### src/rtl/data_bus_decoder.sv
// ---------------------------------------------------------------------------
// data_bus_decoder
//
// Routes the core's data-port requests to one of N_SLAVES peripherals by
// address. Responses (grant, read data, error) return to the core in issue
// order. Addresses that match no slave are answered by an internal error
// responder one cycle after the grant.
//
// Ports
//   clk, rst          clock, synchronous active-low reset
//   m_req/m_we/m_be   core request, write enable, byte enables
//   m_addr/m_wdata    core address and write data
//   m_gnt             core request accepted this cycle
//   m_rvalid/m_rdata  response valid and read data back to the core
//   m_err             bus error qualifier for the response
//   s_req             one request line per slave
//   s_we/s_be/s_addr/s_wdata  broadcast copies of the core request fields
//   s_gnt/s_rvalid/s_err      per-slave grant, response valid and error
//   s_rdata           per-slave read data, slave i in bits [32i+31:32i]
// ---------------------------------------------------------------------------
module data_bus_decoder #(
  parameter int                       N_SLAVES        = 4,
  parameter logic [N_SLAVES*32-1:0]   ADDR_BASE       = {32'h3000_0000, 32'h2000_0000,
                                                         32'h1000_0000, 32'h0000_0000},
  parameter logic [N_SLAVES*32-1:0]   ADDR_MASK       = {N_SLAVES{32'hF000_0000}},
  parameter int                       MAX_OUTSTANDING = 2
) (
  input  logic                     clk,
  input  logic                     rst,
  input  logic                     m_req,
  input  logic                     m_we,
  input  logic [3:0]               m_be,
  input  logic [31:0]              m_addr,
  input  logic [31:0]              m_wdata,
  output logic                     m_gnt,
  output logic                     m_rvalid,
  output logic [31:0]              m_rdata,
  output logic                     m_err,
  output logic [N_SLAVES-1:0]      s_req,
  output logic                     s_we,
  output logic [3:0]               s_be,
  output logic [31:0]              s_addr,
  output logic [31:0]              s_wdata,
  input  logic [N_SLAVES-1:0]      s_gnt,
  input  logic [N_SLAVES-1:0]      s_rvalid,
  input  logic [N_SLAVES*32-1:0]   s_rdata,
  input  logic [N_SLAVES-1:0]      s_err
);

  // Index N_SLAVES stands for the internal error responder.
  localparam int IDX_W = $clog2(N_SLAVES + 1);
  localparam int PTR_W = (MAX_OUTSTANDING > 1) ? $clog2(MAX_OUTSTANDING) : 1;
  localparam int CNT_W = $clog2(MAX_OUTSTANDING + 1);

  localparam logic [IDX_W-1:0] ERR_IDX  = IDX_W'(N_SLAVES);
  localparam logic [CNT_W-1:0] CNT_MAX  = CNT_W'(MAX_OUTSTANDING);
  localparam logic [PTR_W-1:0] PTR_LAST = PTR_W'(MAX_OUTSTANDING - 1);

  logic [IDX_W-1:0] sel;
  logic [IDX_W-1:0] tail_idx;
  logic [IDX_W-1:0] head_idx;
  logic [IDX_W-1:0] fifo_mem [MAX_OUTSTANDING];
  logic [PTR_W-1:0] wr_ptr;
  logic [PTR_W-1:0] rd_ptr;
  logic [CNT_W-1:0] count;
  logic             err_flag;
  logic             push;
  logic             pop;

  // Request fields go to every slave unregistered; only s_req is steered.
  assign s_we    = m_we;
  assign s_be    = m_be;
  assign s_addr  = m_addr;
  assign s_wdata = m_wdata;

  // Address decode: scanning from the top down lets the lowest matching
  // index win when regions overlap.
  always_comb begin
    sel = ERR_IDX;
    for (int i = N_SLAVES - 1; i >= 0; i--) begin
      if ((m_addr & ADDR_MASK[32*i +: 32]) == ADDR_BASE[32*i +: 32]) begin
        sel = IDX_W'(i);
      end
    end
  end

  // The tail is the most recently pushed entry, the head the oldest one.
  assign tail_idx = (wr_ptr == '0) ? fifo_mem[PTR_LAST] : fifo_mem[wr_ptr - PTR_W'(1)];
  assign head_idx = fifo_mem[rd_ptr];

  // Issue gating: a new request may only target the same destination as
  // the transactions already in flight, so responses can never overtake
  // each other. The check uses the registered count, so a full FIFO stays
  // stalled even in a cycle where the head is being answered.
  always_comb begin
    s_req = '0;
    m_gnt = 1'b0;
    if (rst && (count < CNT_MAX) && ((count == '0) || (sel == tail_idx))) begin
      if (sel == ERR_IDX) begin
        m_gnt = m_req;
      end else begin
        for (int i = 0; i < N_SLAVES; i++) begin
          if (sel == IDX_W'(i)) begin
            s_req[i] = m_req;
            m_gnt    = s_gnt[i];
          end
        end
      end
    end
  end

  // Response mux: only the head slave may answer. Responses from any other
  // slave, or with nothing outstanding, never reach the core.
  always_comb begin
    m_rvalid = 1'b0;
    m_rdata  = '0;
    m_err    = 1'b0;
    if (rst && (count != '0)) begin
      if (head_idx == ERR_IDX) begin
        m_rvalid = err_flag;
        m_err    = err_flag;
      end else begin
        for (int i = 0; i < N_SLAVES; i++) begin
          if ((head_idx == IDX_W'(i)) && s_rvalid[i]) begin
            m_rvalid = 1'b1;
            m_rdata  = s_rdata[32*i +: 32];
            m_err    = s_err[i];
          end
        end
      end
    end
  end

  assign push = m_req && m_gnt;
  assign pop  = m_rvalid;

  // Outstanding bookkeeping. err_flag marks an error-responder accept in
  // the previous cycle; its response is due exactly then.
  always_ff @(posedge clk) begin
    if (!rst) begin
      wr_ptr   <= '0;
      rd_ptr   <= '0;
      count    <= '0;
      err_flag <= 1'b0;
    end else begin
      err_flag <= push && (sel == ERR_IDX);
      if (push) begin
        wr_ptr <= (wr_ptr == PTR_LAST) ? '0 : wr_ptr + PTR_W'(1);
      end
      if (pop) begin
        rd_ptr <= (rd_ptr == PTR_LAST) ? '0 : rd_ptr + PTR_W'(1);
      end
      if (push && !pop) begin
        count <= count + CNT_W'(1);
      end else if (pop && !push) begin
        count <= count - CNT_W'(1);
      end
    end
  end

  // Destination storage needs no reset; entries are only read while counted.
  always_ff @(posedge clk) begin
    if (push) begin
      fifo_mem[wr_ptr] <= sel;
    end
  end

endmodule

### config.mk
export PLATFORM = sky130hd
export DESIGN_NAME = data_bus_decoder
export DESIGN_NICKNAME = d
export VERILOG_FILES = /design/src/rtl/data_bus_decoder.sv
export SDC_FILE = /design/constraint.sdc
export NUM_CORES = 1
export LEC_CHECK = 0
export ABC_AREA = 1
export CAP_MARGIN = 20
export CORE_AREA = 2 2 124 126
export CTS_CLUSTER_DIAMETER = 30
export DETAILED_ROUTE_END_ITERATION = 10
export DIE_AREA = 0 0 126 128
export PLACE_DENSITY = 0.62
export SLEW_MARGIN = 20
export SYNTH_ARGS = -nofsm -noshare
export SYNTH_HDL_FRONTEND = slang
export SYNTH_SLANG_ARGS = --single-unit
### constraint.sdc
create_clock -name clk -period 3.9 [get_ports clk]
set_clock_uncertainty 0.15 [all_clocks]
set_input_delay 0.975 -clock clk [delete_from_list [all_inputs] [get_ports clk]]
set_output_delay 0.975 -clock clk [all_outputs]
set_load 0.005 [all_outputs]
==> results.py <==
metrics = {
    "status": {
        "status": "finished clean",
    },
    "final_layout": {
        "antenna_cells": 0,
        "drive_above_1_share_pct": 12.5,
        "design_area_um2": 4320,
        "area.growth.synth_to_final_pct": 87.4,
        "final_nets": 768,
        "final_core_utilization_pct": 29.1,
        "fin_cells": 742,
    },
    "route": {
        "via_count": 2981,
        "finalWirelength_um": 11500,
        "first_iter_violations": 101,
        "ant_nets": 0,
        "wl_per_cell_um": 15.5,
        "drt_drc_violations_left": 0,
        "avgViaCountPerCell": 4.02,
        "firstDrtPassIters": 4,
    },
    "synth": {
        "synthSimpleGateAreaFrac_pct": 36.5,
        "synth.most_common_cell": "nand2_1",
        "synthArstFlopShare_pct": 0,
        "syn_area_um2": 2310,
        "synth_cells": 410,
        "ys_warn_count": 0,
        "ys_seq_area_share_pct": 13.0,
        "ys_types": 30,
        "synth_top_family_by_area": "simple AND/OR/NAND/NOR gates",
        "netlist.area_leader.share_pct": 23.1,
        "syn_nets": 623,
        "synth_fa_ha_area_share_pct": 0.542,
        "ys.flop_type": "edfxtp_1",
        "ys_top_cells_by_area": "buf_4 (23%), nand2_1 (21%), nand3_1 (9.5%)",
        "syn_avg_cell_area_um2": 5.63,
        "synth.area.mux_share_pct": 0,
        "synth_xor_area_share_pct": 0.759,
        "synth_edf_count": 6,
        "synth_compound_area_share_pct": 18.0,
        "synth-seq-cells": 12,
        "synth_commonest_cells": "nand2_1 (132), buf_4 (71), nand3_1 (44), a21oi_1 (34), o21ai_1 (31)",
        "synth_largest_area_cell": "buf_4",
    },
    "critical_path": {
        "crit_chain": "clkdlybuf4s50_1 -> nand3_2 -> inv_4 -> buf_4 -> buf_12 -> nand2_1 -> nand3_1 -> o21ai_0 -> a21oi_1 -> clkdlybuf4s50_1",
        "startpoint": "s_rvalid[1]",
        "worstSetupPathType": "in2out",
        "crit_buf_inv": 5,
        "cpPeakStageDelay_ns": 0.51,
        "path_max_fanout": 10,
        "startpoint_type": "input pin",
        "end_kind": "output port",
        "crit_slowest_cell": "clkdlybuf4s50_1",
        "crit_arrival_ns": 2.75,
        "required_ns": 2.77,
        "cpMostUsedCell": "clkdlybuf4s50_1",
        "path_delay_family": "buffers and inverters",
    },
    "worst_hold_path": {
        "hp-class": "reg2reg",
        "min-delay-start": "rd_ptr",
    },
    "sta": {
        "rsz0062_at_grt": "true",
        "tightest_slew_ns": 0.285,
        "maxSlewViolCount": 0,
        "fin_crit_ns": 3.88,
        "period_share_pct": 99.4,
        "fmax_mhz": 258,
        "slew_headroom_pct": 80.9,
        "setup_viol": 0,
        "hold_viol": 0,
    },
    "placed_design": {
        "place_area_um2": 4100,
        "hpwl_um": 9140,
        "gp_congestion": 0.762,
        "io_buffers": 189,
        "dpl.cell_count": 725,
    },
    "floorplanning": {
        "die-area_um2": 16100,
        "placementRows": 45,
        "ios": 320,
        "core-area_um2": 14900,
        "die_h_um": 128,
        "die_w_um": 126,
        "initial_core_util_pct": 15.5,
    },
    "global_route": {
        "grt_overflow": 0,
        "grt_max_degree": 42,
        "grt_pass1_vias": 2938,
        "gr-usage-all-layers_pct": 13.3,
        "grt_antenna_before_repair": 0,
        "grt_pass1_wl_um": 16700,
    },
    "clocking": {
        "clockBufferDepth": 2,
        "clk_pin_slew_worst_paths_ns": 0.04,
        "cts_root_buf": "clkbuf_16",
        "clkSinkCount": 12,
        "cts_tree": "built",
        "clkLatencyLatePin_ns": 0.24,
        "htreeDepth": 1,
        "cts_hold_buf": 0,
        "cts_buffers": 3,
    },
    "power": {
        "p_leak_nw": 2.03,
        "p_total_mw": 0.870,
        "power-per-cell-area_nw_per_um2": 201,
        "ir_drop_uv": 123,
    },
    "run": {
        "cap_violations": 0,
    },
}
flip-flops by register name, summed over array words and instances (netlist names), named ones only:
register	count
fifo_mem	6
wr_ptr	1
count	2
err_flag	1
rd_ptr	1
cell families after synthesis:
group	count (synthesis)
AOI/OAI and AO/OA	79
xor gates and xnor gates	2
adders and majority gates	1
buffers and inverters	113
DFF	12
and+or+nand+nor	203
tightest hold or removal path, cell delays in order (launching register included):
cell	delay [ns]
dfxtp_1	0.29
inv_1	0.06
nor2_1	0.05
nor2_1	0.08
stage by stage:
stage                     worst slack, ns  TNS, ns  hold WS [ns]
after detailed placement           -0.234    -2.47         0.365
after floorplan                     0.711        0         0.340
final                              0.0231        0         0.371
after CTS                          -0.136   -0.664         0.378
after global placement             -0.227    -2.34         0.355
after global routing              -0.0624   -0.102         0.436
path summary, 6_finish.rpt:
check / to / slack, ns / depth (start not counted)
worst max register to register: count[1] / 1.34 / 13
worst min-delay path: rd_ptr / 0.37 / 3
worst max-delay path: m_rdata[31] / 0.02 / 10
worst min register to register: rd_ptr / 0.37 / 3
final cells by class:
type,count,area (um2)
clock buffer,4,78.8
tap,188,235
multi-input combinational,285,1330
fill,1637,10500
sequential,12,300
timing repair buffer,228,2280
inverter,25,96.3
what timing repair did:
action	4_1_cts	5_1_grt
gates cloned	2	0
setup endpoints to repair	33	26
pin swaps	2	7
buffers inserted	8	4
gates resized for setup	40	33
layout by cell type, fill, tap and decap left out, types with 7 or more instances in the layout:
| master | count |
|---|---|
| nand2_1 | 129 |
| buf_12 | 8 |
| nand3_1 | 39 |
| dlygate4sd2_1 | 18 |
| a21oi_1 | 33 |
| nor2_1 | 18 |
| inv_1 | 22 |
| o21ai_0 | 7 |
| buf_4 | 28 |
| clkbuf_2 | 9 |
| o21ai_1 | 31 |
| dlymetal6s2s_1 | 12 |
| clkdlybuf4s50_1 | 150 |
metal layers:
metal | wire length (um) | up-vias | share of wire [%] | track usage, %
met3 | 1510 | 19 | 13 | 6.93
li1 | - | 1549 | - | -
met2 | 5450 | 158 | 47 | 23.0
met5 | 0 | - | 0 | 0
met1 | 4370 | 1255 | 38 | 14.7
met4 | 161 | 0 | 1.4 | 2.84
where the power goes:
group          internal [mW]  leakage [nW]  switching, mW
Combinational          0.292          1.89          0.230
Clock                  0.137        0.0382         0.0489
Sequential             0.150         0.104         0.0128
Power figures use the tool's default switching activity.
